$ cat src/rtl/cosim_trace_pkg.sv
// Shared types for the cosim trace arbiter: the per-event payload and the halt FSM states.
package cosim_trace_pkg;

  localparam int XLEN      = 64;
  localparam int INST_BITS = 32;
  localparam int RD        = 5;

  typedef struct packed {
    logic                 is_trap;
    logic [XLEN-1:0]      pc;
    logic [INST_BITS-1:0] inst;
    logic [XLEN-1:0]      wdata;
    logic [XLEN-1:0]      mstatus;
    logic                 check;
    logic                 wdata_valid;
    logic [RD-1:0]        wdata_dest;
    logic                 writes_back;
  } trace_event_t;

  typedef enum logic [1:0] {
    RUN,
    DRAIN,
    HALTED
  } arb_state_t;

endpackage

$ cat src/rtl/cosim_trace_if.sv
// Bundle of the per-hart event inputs, the shared cosim output port and halt control.
interface cosim_trace_if #(
  parameter int NUM_HARTS  = 2,
  parameter int HARTID_LEN = 1
);
  import cosim_trace_pkg::*;

  logic [NUM_HARTS-1:0]           in_valid;
  logic [NUM_HARTS-1:0]           in_ready;
  logic [NUM_HARTS-1:0]           in_is_trap;
  logic [XLEN*NUM_HARTS-1:0]      in_pc;
  logic [INST_BITS*NUM_HARTS-1:0] in_inst;
  logic [XLEN*NUM_HARTS-1:0]      in_wdata;
  logic [XLEN*NUM_HARTS-1:0]      in_mstatus;
  logic [NUM_HARTS-1:0]           in_check;
  logic [NUM_HARTS-1:0]           in_wdata_valid;
  logic [NUM_HARTS-1:0]           in_writes_back;
  logic [RD*NUM_HARTS-1:0]        in_wdata_dest;

  logic                  out_valid;
  logic                  out_ready;
  logic                  out_is_trap;
  logic [HARTID_LEN-1:0] out_hartid;
  logic [XLEN-1:0]       out_pc;
  logic [INST_BITS-1:0]  out_inst;
  logic [XLEN-1:0]       out_wdata;
  logic [XLEN-1:0]       out_mstatus;
  logic                  out_check;
  logic                  out_wdata_valid;
  logic [RD-1:0]         out_wdata_dest;
  logic                  out_writes_back;

  logic                  halt_req;
  logic                  halted;
  logic [63:0]           commit_count;

  modport master (
    output in_valid, in_is_trap, in_pc, in_inst, in_wdata, in_mstatus,
           in_check, in_wdata_valid, in_writes_back, in_wdata_dest,
           out_ready, halt_req,
    input  in_ready, out_valid, out_is_trap, out_hartid, out_pc, out_inst,
           out_wdata, out_mstatus, out_check, out_wdata_valid,
           out_wdata_dest, out_writes_back, halted, commit_count
  );

  modport slave (
    input  in_valid, in_is_trap, in_pc, in_inst, in_wdata, in_mstatus,
           in_check, in_wdata_valid, in_writes_back, in_wdata_dest,
           out_ready, halt_req,
    output in_ready, out_valid, out_is_trap, out_hartid, out_pc, out_inst,
           out_wdata, out_mstatus, out_check, out_wdata_valid,
           out_wdata_dest, out_writes_back, halted, commit_count
  );

endinterface

$ cat src/rtl/cosim_trace_fifo.sv
// Per-hart event FIFO; head is the oldest entry and is valid whenever empty is low.
module cosim_trace_fifo
  import cosim_trace_pkg::*;
#(
  parameter int DEPTH = 4
) (
  input  logic         clock,
  input  logic         reset,
  input  logic         push,
  input  trace_event_t din,
  output logic         full,
  input  logic         pop,
  output logic         empty,
  output trace_event_t head
);

  localparam int AW = $clog2(DEPTH);

  trace_event_t  mem [DEPTH];
  logic [AW-1:0] wr_ptr;
  logic [AW-1:0] rd_ptr;
  logic [AW:0]   count;

  always_ff @(posedge clock or negedge reset) begin
    if (!reset) begin
      wr_ptr <= '0;
      rd_ptr <= '0;
      count  <= '0;
    end else begin
      if (push) wr_ptr <= wr_ptr + 1'b1;
      if (pop)  rd_ptr <= rd_ptr + 1'b1;
      case ({push, pop})
        2'b10:   count <= count + 1'b1;
        2'b01:   count <= count - 1'b1;
        default: count <= count;
      endcase
    end
  end

  // Storage needs no reset: pointers define what is live.
  always_ff @(posedge clock) begin
    if (push) mem[wr_ptr] <= din;
  end

  assign full  = (count == (AW+1)'(DEPTH));
  assign empty = (count == '0);
  assign head  = mem[rd_ptr];

endmodule

$ cat src/rtl/cosim_trace_arbiter.sv
// Round-robin merge of per-hart commit/trap streams onto one registered cosim port,
// with a halt FSM that stops intake and drains before reporting halted.
//   state  | meaning
//   RUN    | accepting events, arbitrating
//   DRAIN  | intake closed, emptying FIFOs and output stage
//   HALTED | everything empty, halted=1 until halt_req drops
module cosim_trace_arbiter
  import cosim_trace_pkg::*;
#(
  parameter int NUM_HARTS  = 2,
  parameter int HARTID_LEN = 1,
  parameter int FIFO_DEPTH = 4
) (
  input logic           clock,
  input logic           reset,
  cosim_trace_if.slave  bus
);

  localparam int HW = (NUM_HARTS > 1) ? $clog2(NUM_HARTS) : 1;

  trace_event_t          din  [NUM_HARTS];
  trace_event_t          head [NUM_HARTS];
  logic [NUM_HARTS-1:0]  push, pop, full, empty, ready;
  arb_state_t            state;
  logic [HW-1:0]         rr_ptr, gnt_idx, next_ptr;
  logic                  gnt_found, load_en;
  trace_event_t          out_ev;
  logic                  out_valid, halted;
  logic [HARTID_LEN-1:0] out_hartid;
  logic [63:0]           commit_count;

  assign load_en  = !out_valid || bus.out_ready;
  assign next_ptr = (int'(gnt_idx) == NUM_HARTS - 1) ? '0 : gnt_idx + 1'b1;

  always_comb begin
    for (int h = 0; h < NUM_HARTS; h++) begin
      din[h].is_trap     = bus.in_is_trap[h];
      din[h].pc          = bus.in_pc[h*XLEN +: XLEN];
      din[h].inst        = bus.in_inst[h*INST_BITS +: INST_BITS];
      din[h].wdata       = bus.in_wdata[h*XLEN +: XLEN];
      din[h].mstatus     = bus.in_mstatus[h*XLEN +: XLEN];
      din[h].check       = bus.in_check[h];
      din[h].wdata_valid = bus.in_wdata_valid[h];
      din[h].wdata_dest  = bus.in_wdata_dest[h*RD +: RD];
      din[h].writes_back = bus.in_writes_back[h];
      // reset gates ready so nothing looks acceptable while reset is held
      ready[h] = reset && (state == RUN) && !full[h];
      push[h]  = bus.in_valid[h] && ready[h];
      pop[h]   = load_en && gnt_found && (gnt_idx == HW'(h));
    end
  end

  always_comb begin
    gnt_found = 1'b0;
    gnt_idx   = '0;
    for (int i = 0; i < NUM_HARTS; i++) begin
      if (!gnt_found && !empty[HW'((int'(rr_ptr) + i) % NUM_HARTS)]) begin
        gnt_found = 1'b1;
        gnt_idx   = HW'((int'(rr_ptr) + i) % NUM_HARTS);
      end
    end
  end

  for (genvar h = 0; h < NUM_HARTS; h++) begin : g_hart
    cosim_trace_fifo #(.DEPTH(FIFO_DEPTH)) u_fifo (
      .clock (clock),
      .reset (reset),
      .push  (push[h]),
      .din   (din[h]),
      .full  (full[h]),
      .pop   (pop[h]),
      .empty (empty[h]),
      .head  (head[h])
    );
  end

  always_ff @(posedge clock or negedge reset) begin
    if (!reset) begin
      state        <= RUN;
      rr_ptr       <= '0;
      out_valid    <= 1'b0;
      out_ev       <= '0;
      out_hartid   <= '0;
      halted       <= 1'b0;
      commit_count <= '0;
    end else begin
      if (out_valid && bus.out_ready && !out_ev.is_trap)
        commit_count <= commit_count + 64'd1;

      if (load_en) begin
        out_valid <= gnt_found;
        if (gnt_found) begin
          out_ev     <= head[gnt_idx];
          out_hartid <= HARTID_LEN'(gnt_idx);
          rr_ptr     <= next_ptr;
        end
      end

      case (state)
        RUN: begin
          if (bus.halt_req) state <= DRAIN;
        end
        DRAIN: begin
          if (!bus.halt_req) begin
            state <= RUN;
          end else if ((&empty) && (!out_valid || bus.out_ready)) begin
            state  <= HALTED;
            halted <= 1'b1;
          end
        end
        HALTED: begin
          if (!bus.halt_req) begin
            state  <= RUN;
            halted <= 1'b0;
          end
        end
        default: state <= RUN;
      endcase
    end
  end

  assign bus.in_ready        = ready;
  assign bus.out_valid       = out_valid;
  assign bus.out_hartid      = out_hartid;
  assign bus.out_is_trap     = out_ev.is_trap;
  assign bus.out_pc          = out_ev.pc;
  assign bus.out_inst        = out_ev.inst;
  assign bus.out_wdata       = out_ev.wdata;
  assign bus.out_mstatus     = out_ev.mstatus;
  assign bus.out_check       = out_ev.check;
  assign bus.out_wdata_valid = out_ev.wdata_valid;
  assign bus.out_wdata_dest  = out_ev.wdata_dest;
  assign bus.out_writes_back = out_ev.writes_back;
  assign bus.halted          = halted;
  assign bus.commit_count    = commit_count;

endmodule

$ cat src/flat_wrapper.sv
// flat-port wrapper written by rule: the top's interface ports become plain ports
module cosim_trace_arbiter_flat import cosim_trace_pkg::*;
#(
  parameter int NUM_HARTS  = 2,
  parameter int HARTID_LEN = 1,
  parameter int FIFO_DEPTH = 4
)
  (clock, reset, bus_in_valid, bus_in_is_trap, bus_in_pc, bus_in_inst, bus_in_wdata, bus_in_mstatus, bus_in_check, bus_in_wdata_valid, bus_in_writes_back, bus_in_wdata_dest, bus_out_ready, bus_halt_req, bus_in_ready, bus_out_valid, bus_out_is_trap, bus_out_hartid, bus_out_pc, bus_out_inst, bus_out_wdata, bus_out_mstatus, bus_out_check, bus_out_wdata_valid, bus_out_wdata_dest, bus_out_writes_back, bus_halted, bus_commit_count);
  cosim_trace_if #(.NUM_HARTS(NUM_HARTS), .HARTID_LEN(HARTID_LEN)) bus_i ();
  input logic clock;
  input logic reset;
  input wire logic [$bits(bus_i.in_valid)-1:0] bus_in_valid;
  input wire logic [$bits(bus_i.in_is_trap)-1:0] bus_in_is_trap;
  input wire logic [$bits(bus_i.in_pc)-1:0] bus_in_pc;
  input wire logic [$bits(bus_i.in_inst)-1:0] bus_in_inst;
  input wire logic [$bits(bus_i.in_wdata)-1:0] bus_in_wdata;
  input wire logic [$bits(bus_i.in_mstatus)-1:0] bus_in_mstatus;
  input wire logic [$bits(bus_i.in_check)-1:0] bus_in_check;
  input wire logic [$bits(bus_i.in_wdata_valid)-1:0] bus_in_wdata_valid;
  input wire logic [$bits(bus_i.in_writes_back)-1:0] bus_in_writes_back;
  input wire logic [$bits(bus_i.in_wdata_dest)-1:0] bus_in_wdata_dest;
  input wire logic [$bits(bus_i.out_ready)-1:0] bus_out_ready;
  input wire logic [$bits(bus_i.halt_req)-1:0] bus_halt_req;
  output wire logic [$bits(bus_i.in_ready)-1:0] bus_in_ready;
  output wire logic [$bits(bus_i.out_valid)-1:0] bus_out_valid;
  output wire logic [$bits(bus_i.out_is_trap)-1:0] bus_out_is_trap;
  output wire logic [$bits(bus_i.out_hartid)-1:0] bus_out_hartid;
  output wire logic [$bits(bus_i.out_pc)-1:0] bus_out_pc;
  output wire logic [$bits(bus_i.out_inst)-1:0] bus_out_inst;
  output wire logic [$bits(bus_i.out_wdata)-1:0] bus_out_wdata;
  output wire logic [$bits(bus_i.out_mstatus)-1:0] bus_out_mstatus;
  output wire logic [$bits(bus_i.out_check)-1:0] bus_out_check;
  output wire logic [$bits(bus_i.out_wdata_valid)-1:0] bus_out_wdata_valid;
  output wire logic [$bits(bus_i.out_wdata_dest)-1:0] bus_out_wdata_dest;
  output wire logic [$bits(bus_i.out_writes_back)-1:0] bus_out_writes_back;
  output wire logic [$bits(bus_i.halted)-1:0] bus_halted;
  output wire logic [$bits(bus_i.commit_count)-1:0] bus_commit_count;
  assign bus_i.in_valid = bus_in_valid;
  assign bus_i.in_is_trap = bus_in_is_trap;
  assign bus_i.in_pc = bus_in_pc;
  assign bus_i.in_inst = bus_in_inst;
  assign bus_i.in_wdata = bus_in_wdata;
  assign bus_i.in_mstatus = bus_in_mstatus;
  assign bus_i.in_check = bus_in_check;
  assign bus_i.in_wdata_valid = bus_in_wdata_valid;
  assign bus_i.in_writes_back = bus_in_writes_back;
  assign bus_i.in_wdata_dest = bus_in_wdata_dest;
  assign bus_i.out_ready = bus_out_ready;
  assign bus_i.halt_req = bus_halt_req;
  assign bus_in_ready = bus_i.in_ready;
  assign bus_out_valid = bus_i.out_valid;
  assign bus_out_is_trap = bus_i.out_is_trap;
  assign bus_out_hartid = bus_i.out_hartid;
  assign bus_out_pc = bus_i.out_pc;
  assign bus_out_inst = bus_i.out_inst;
  assign bus_out_wdata = bus_i.out_wdata;
  assign bus_out_mstatus = bus_i.out_mstatus;
  assign bus_out_check = bus_i.out_check;
  assign bus_out_wdata_valid = bus_i.out_wdata_valid;
  assign bus_out_wdata_dest = bus_i.out_wdata_dest;
  assign bus_out_writes_back = bus_i.out_writes_back;
  assign bus_halted = bus_i.halted;
  assign bus_commit_count = bus_i.commit_count;
  cosim_trace_arbiter #(.NUM_HARTS(NUM_HARTS), .HARTID_LEN(HARTID_LEN), .FIFO_DEPTH(FIFO_DEPTH)) u_core (.clock(clock), .reset(reset), .bus(bus_i));
endmodule
$ cat config.mk
export PLATFORM = sky130hd
export DESIGN_NAME = cosim_trace_arbiter_flat
export DESIGN_NICKNAME = d
export VERILOG_FILES = /design/src/rtl/cosim_trace_pkg.sv /design/src/rtl/cosim_trace_if.sv /design/src/rtl/cosim_trace_fifo.sv /design/src/rtl/cosim_trace_arbiter.sv /design/src/flat_wrapper.sv
export SDC_FILE = /design/constraint.sdc
export NUM_CORES = 2
export LEC_CHECK = 0
export BUFFER_PORTS_ARGS = -buffer_cell sky130_fd_sc_hd__buf_2
export CAP_MARGIN = 20
export CORE_ASPECT_RATIO = 1.25
export CORE_MARGIN = 1
export CORE_UTILIZATION = 50
export DETAILED_ROUTE_END_ITERATION = 7
export GPL_ROUTABILITY_DRIVEN = 0
export GPL_TIMING_DRIVEN = 0
export PLACE_DENSITY = 0.69
export REMOVE_ABC_BUFFERS = 1
export SYNTH_ARGS = -nofsm -noshare
export SYNTH_HDL_FRONTEND = slang
export SYNTH_SLANG_ARGS = --single-unit
$ cat constraint.sdc
create_clock -name clock -period 8.2 [get_ports clock]
set_input_delay 0 -clock clock [delete_from_list [all_inputs] [get_ports clock]]
set_output_delay 0 -clock clock [all_outputs]
set_load 0.02 [all_outputs]
======== Word level (Yosys, flattened, before mapping) ========
Memory sizes are Yosys's and may differ from the RTL's.
Index checks and enable logic that the tools add are counted.
storage, ports and cells
  bits of input ports ..................... 472
  word-level logic and storage cells ...... 107
  output and inout port bits .............. 302
  memories ................................ 2
  flip-flop bits (word level) ............. 317
  RAM bits ................................ 1864
operators by class
  bitwise gates (word level) .............. 2
  $lt $le $gt $ge ......................... 3
  add/sub/neg operators ................... 11
  muxes and demuxes ....................... 27
  eq/ne operators ......................... 13
  reductions and logical operators ........ 28
memory list
  memory                       depth  width  rd ports  clocked after memory_dff  wr ports  line                    text
  u_core.g_hart[0].u_fifo.mem  4      233    1         0                         1         cosim_trace_fifo.sv:19  trace_event_t mem [DEPTH];
  u_core.g_hart[1].u_fifo.mem  4      233    1         0                         1         cosim_trace_fifo.sv:19
operator list
  cell                                                      count
  two-way mux 233 bit                                       3
  adder 64 x 1 -> 64 bit, second input constant             1
  two-way mux 1 bit                                         16
  logical AND 1 bit                                         12
  one-hot mux 3 bit (2 select lines)                        2
  adder 2 x 1 -> 2 bit, second input constant               4
  two-way mux 2 bit                                         4
  adder 3 x 1 -> 3 bit, second input constant               2
  == test 2 x 1 -> 1 bit, second input constant             3
  == test 2 bit, second input constant                      3
  == test 3 bit, second input constant                      2
  logical NOT 3 bit                                         2
  < comparator 1 x 3 -> 1 bit, second input constant        2
  inequality test 2 bit, second input constant              3
  one-hot mux 2 bit (3 select lines)                        1
  nonzero test 2 bit                                        3
  subtractor 3 x 1 -> 3 bit, second input constant          2
  logical NOT 1 bit                                         5
  AND reduction 2 bit                                       2
  AND reduction 4 bit                                       1
  inequality test 3 x 2 -> 1 bit, second input constant     1
  AND reduction 3 bit                                       1
  adder 1 bit, second input constant                        2
  greater-or-equal comparator 2 bit, second input constant  1
  other kinds (6)                                           6

======== Longest topological paths before layout ========
  depth in word-level cells ............... 11
  depth in mapped cells ................... 11
  mapped depth without buffers ............ 11

======== Cells and area by module ========
From an unflattened synthesis, not the netlist that was laid out.
unflattened totals
  cells, all modules ...................... 3828
  area, all modules ....................... 81833.5 sq um
by module, submodules not included
  module               instances  cells each  area each (sq um)  seq. area each (sq um)
  cosim_trace_fifo     2          1254        33996.4            28162.0
  cosim_trace_arbiter  1          1320        13840.8            7582.3

======== Worst setup path after synthesis ========
Ideal clock, no wire load.
  path kind ............................... reg-to-reg
  start point ............................. register u_core.state[1]
  end point ............................... memory u_core.g_hart[0].u_fifo.mem[0][0] (netlist bit), enable pin
  data required time ...................... 7575 ps
  slack ................................... 1006 ps
  arrival time ............................ 6568 ps
  cell stages (with the launch flop) ...... 5
  setup time .............................. 625 ps
  period minus slack after synthesis ...... 7194 ps
  buffers on the path ..................... 0
  cell sequence ........................... dfrtp_1 nor2_1 nand2_1 a31oi_1 and3_1
on the way
  longest elaborated chain between the ends .. 6
RTL lines
  item                                     line                        text
  start, declared                          cosim_trace_arbiter.sv:24   arb_state_t state;
  start signal, assigned                   cosim_trace_arbiter.sv:79   state <= RUN;
  start signal, assigned                   cosim_trace_arbiter.sv:101  if (bus.halt_req) state <= DRAIN;
  start signal, assigned                   cosim_trace_arbiter.sv:105  state <= RUN;
  logical NOT 2 bit                        cosim_trace_arbiter.sv:47   ready[h] = reset && (state == RUN) && !full[h];
  logical AND 1 bit (2 in a row)           cosim_trace_arbiter.sv:47
  named net bus_in_ready[0]                flat_wrapper.sv:24          output wire logic [$bits(bus_i.in_ready)-1:0] bus_in_ready;
  logical AND 1 bit                        cosim_trace_arbiter.sv:48   push[h] = bus.in_valid[h] && ready[h];
  two-way mux 1 bit                        cosim_trace_fifo.sv:42      if (push) mem[wr_ptr] <= din;
  two-way mux 1 bit (not written as such)  cosim_trace_fifo.sv:42
  end, declared                            cosim_trace_fifo.sv:19
The timed path passes the listed nets, and every way through them passes these cells.

======== Worst setup path in the final report ========
  start point ............................. input port reset
  end point ............................... memory u_core.g_hart[0].u_fifo.mem[2][113] (netlist bit), enable pin
on the way
  longest elaborated chain between the ends .. 5
RTL lines
  item                                     line                       text
  start, declared                          flat_wrapper.sv:11         input logic reset;
  logical AND 1 bit (2 in a row)           cosim_trace_arbiter.sv:47
  logical AND 1 bit                        cosim_trace_arbiter.sv:48
  two-way mux 1 bit                        cosim_trace_fifo.sv:42
  two-way mux 1 bit (not written as such)  cosim_trace_fifo.sv:42
Every way passes these cells.

==> impl_metrics.json <==
{
  "status": "finished, final reports clean",
  "p_leak_nw": 38.4,
  "crit_buf_inv": 8,
  "skew_ps": 56.5,
  "synth_xor_area_frac": 0.00814,
  "netlist.area_leader.share": 0.685,
  "crit_path_max_fanout": 96,
  "cp_num_cells": 11,
  "synth_compound_area_frac": 0.0148,
  "cpMostUsedCell": "buf_16",
  "die-area_um2": 165000,
  "maxSlewViolCount": 0,
  "synthMuxAreaShare": 0.158,
  "rrSetupSlack_ps": 4770,
  "synth_common_cells": "edfxtp_1 (1864), mux4_2 (466), dfrtp_1 (317), nand2_1 (268), mux2i_1 (236)",
  "setup_viol": 0,
  "drive_gt1_frac": 0.291,
  "synth_cell_type_count": 43,
  "num_rows": 165,
  "grt_antenna_before_repair": 55,
  "ys_warn_count": 0,
  "seq_area_frac_synth": 0.782,
  "clkTransAtPathRegs_ps": 60,
  "dp_hpwl_um": 125000,
  "synth_top_family_by_area": "multiplexers",
  "r2r_start": "u_core.state[1]",
  "combPwrFrac": 0.285,
  "drc": 0,
  "synth_edf_count": 1864,
  "overflow": 0,
  "cp_slowest_cell": "and3_4",
  "drt_iter0_drc": 3703,
  "cpPeakStageDelay_ps": 830,
  "tightest_slew_ps": 1250,
  "hp-class": "input port to flop",
  "rsz0062_at_grt": "no",
  "cts_setup_buffers": 0,
  "relSlewSlack": 0.160,
  "setup_ws_ps": 3850,
  "clk-insertion-delay-late_ps": 850,
  "synth-adder-area-share": 0.00217,
  "cp.arrival_ps": 4830,
  "path_delay_family": "buffers and inverters",
  "die_w_um": 364,
  "io_buffer_count": 773,
  "pin_count": 774,
  "grt_pass1_wl_um": 307000,
  "netlist_top_cells_area": "edfxtp_1 (68%), mux4_2 (13%), dfrtp_1 (9.7%), mux2i_1 (2.9%), o21ai_0 (1.4%)",
  "antenna_left": 0,
  "critPathRequiredTime_ps": 8680,
  "cts_buffers": 201,
  "start_util": 0.505,
  "swShare": 0.300,
  "drt_wl_total_um": 210000,
  "layout.nets": 6138,
  "synth-simple-area-share": 0.0239,
  "clockBufferDepth": 3,
  "period_share": 0.531,
  "r2r_cells": 7,
  "finalCoreUtilization": 0.657,
  "drtPass1Iterations": 5,
  "yosys.cell_count.top_type": "edfxtp_1",
  "endpoint_kind": "flop",
  "power_density_nw_per_um2": 310,
  "cts.htree.levels": 4,
  "seq_power_share": 0.423,
  "dieHeight_um": 454,
  "p_sw_mw": 9.91,
  "place_ws_ps": 3810,
  "synth-seq-cells": 2181,
  "wire_per_inst_um": 26.1,
  "tritoncts": "done",
  "clkPwrFrac": 0.292,
  "core_region_area_um2": 162000,
  "cp-startpoint": "reset",
  "grt_start_max_net_pins": 97,
  "clock-sinks": 2181,
  "via_per_inst": 5.63,
  "synth_area_leader_cell": "edfxtp_1",
  "power.internal_mw": 23.1,
  "synthToLayoutAreaGrowth_pct": 30.2,
  "endpoint": "u_core.g_hart[0].u_fifo.mem[2][113]",
  "cts-resized-gates": 0,
  "ir_drop_v": 0.000315,
  "synth_area_um2": 81800,
  "fin_crit_ps": 4350,
  "syn_inst": 3825,
  "cap_violations": 0,
  "setup.worst_path.class": "input port to flop",
  "r2r_end": "u_core.g_hart[0].u_fifo.mem[2][113]",
  "worstSetupStartpointType": "input port",
  "synthFlopType": "edfxtp_1",
  "hold_viol": 0,
  "num_vias": 45265,
  "synthArstFlopShare": 0.145,
  "fmax_ghz": 0.230,
  "grt_pass1_vias": 47638,
  "syn_avg_cell_area_um2": 21.4,
  "track_usage": 0.255,
  "cts_root_buf": "clkbuf_16",
  "path_cells": "dlygate4sd3_1 -> dlygate4sd3_1 -> buf_8 -> buf_16 -> buf_16 -> nand2_1 -> a31oi_1 -> and3_4 -> buf_16 -> buf_16 -> buf_16"
}
-- cells in the final DEF, fill, tap and decap left out, types with 3 or more instances in the layout --
| master | n |
|---|---|
| clkbuf_16 | 205 |
| nor3_1 | 9 |
| nor3_2 | 6 |
| buf_2 | 772 |
| inv_6 | 7 |
| nand3_1 | 20 |
| clkinvlp_4 | 10 |
| nand4_1 | 19 |
| nor4_2 | 6 |
| and3_4 | 8 |
| mux2i_1 | 236 |
| clkinv_16 | 4 |
| inv_1 | 21 |
| edfxtp_1 | 1864 |
| and4_1 | 7 |
| ha_1 | 11 |
| bufinv_16 | 23 |
| buf_16 | 87 |
| dfrtp_4 | 5 |
| clkbuf_8 | 21 |
| nor2_1 | 26 |
| mux4_2 | 466 |
| dfrtp_1 | 312 |
| diode_2 | 35 |
| xor2_1 | 35 |
| dlygate4sd3_1 | 935 |
| and2_1 | 7 |
| xnor2_1 | 41 |
| nand2_1 | 268 |
| clkinv_2 | 44 |
| a21oi_1 | 3 |
| and3_1 | 8 |
| clkinv_1 | 21 |
| buf_8 | 15 |
| o21ai_0 | 235 |
| nand4_2 | 3 |
| clkbuf_1 | 43 |
-- layer usage --
layer,routed length [µm],track usage
met1,78700,0.318
met3,16200,0.0606
met2,106000,0.426
met5,272,0
met4,8340,0.108
-- per-stage QoR --
| step | cell area, µm² | total power [mW] | std cells | setup TNS, ps | hold WS (ps) |
|---|---|---|---|---|---|
| 2_1_floorplan | 80900 | 21.9 | 3640 | -1516870 | -296 |
| 3_3_place_gp | 87500 | 24.0 | 6584 | - | 210 |
| 3_5_place_dp | 90100 | 23.3 | 6685 | 0 | -45.5 |
| 4_1_cts | 106000 | 33.2 | 8001 | 0 | 0.474 |
| 5_1_grt | 106000 | 34.3 | 8029 | 0 | 7.52 |
| 6_report | 106000 | 33.0 | 8036 | 0 | 64.8 |
-- worst min path at each step --
stage                                          endpoint               start  depth (start not counted)  slack [ps]
floorplan                    u_core.bus.commit_count[0]               reset                          0        -300
global placement     u_core.g_hart[1].u_fifo.mem[1][19]  bus_in_mstatus[75]                          1         210
detailed placement           u_core.bus.out_mstatus[48]               reset                          1         -50
CTS                 u_core.g_hart[0].u_fifo.mem[0][221]       bus_in_pc[53]                          2         0.5
global route         u_core.g_hart[1].u_fifo.mem[3][84]    bus_in_wdata[76]                          2           8
finish              u_core.g_hart[0].u_fifo.mem[2][144]      bus_in_inst[8]                          2          60
-- sequential cells by signal, indices dropped and copies added, names as in the netlist, 5 cells and up --
name,count
u_core.bus.commit_count,64
u_core.bus.out_pc,64
u_core.bus.out_wdata_dest,5
u_core.g_hart.u_fifo.count,6
u_core.bus.out_wdata,64
u_core.g_hart.u_fifo.mem,1864
u_core.bus.out_inst,32
u_core.bus.out_mstatus,64
-- logic make-up (layout without fill, tap and decap cells) --
| family | count (synthesis) | after routing |
|---|---|---|
| flops | 2181 | 2181 |
| mux | 704 | 704 |
| simple gates | 405 | 405 |
| compound gates | 240 | 240 |
| buf+inv | 206 | 2211 |
| xor+xnor | 76 | 76 |
| fa+ha+maj | 13 | 13 |
| other cells | 0 | 35 |
-- power groups by stage --
stage | Clock [mW] | Sequential (mW) | Combinational, mW
global placement | 0 | 15.5 | 8.57
CTS | 9.77 | 14.0 | 9.47
floorplan | 0 | 15.8 | 6.13
detailed placement | 0 | 14.2 | 9.05
finish | 9.63 | 14.0 | 9.42
global route | 10.2 | 14.1 | 10.0
-- layout make-up --
class,count,area [µm²]
clock inverter,111,1270
sequential,2181,63900
inverter,21,78.8
timing repair buffer,1810,15900
clock buffer,269,5580
fill,10494,55600
antenna,35,87.6
tap,2171,2720
multi-input combinational,1438,16900
-- timing repair --
item	in CTS	in global routing
hold buffers	936	0
setup endpoints to repair	0	0
endpoints found under the hold margin	2482	0
Power figures use the tool's default switching activity.
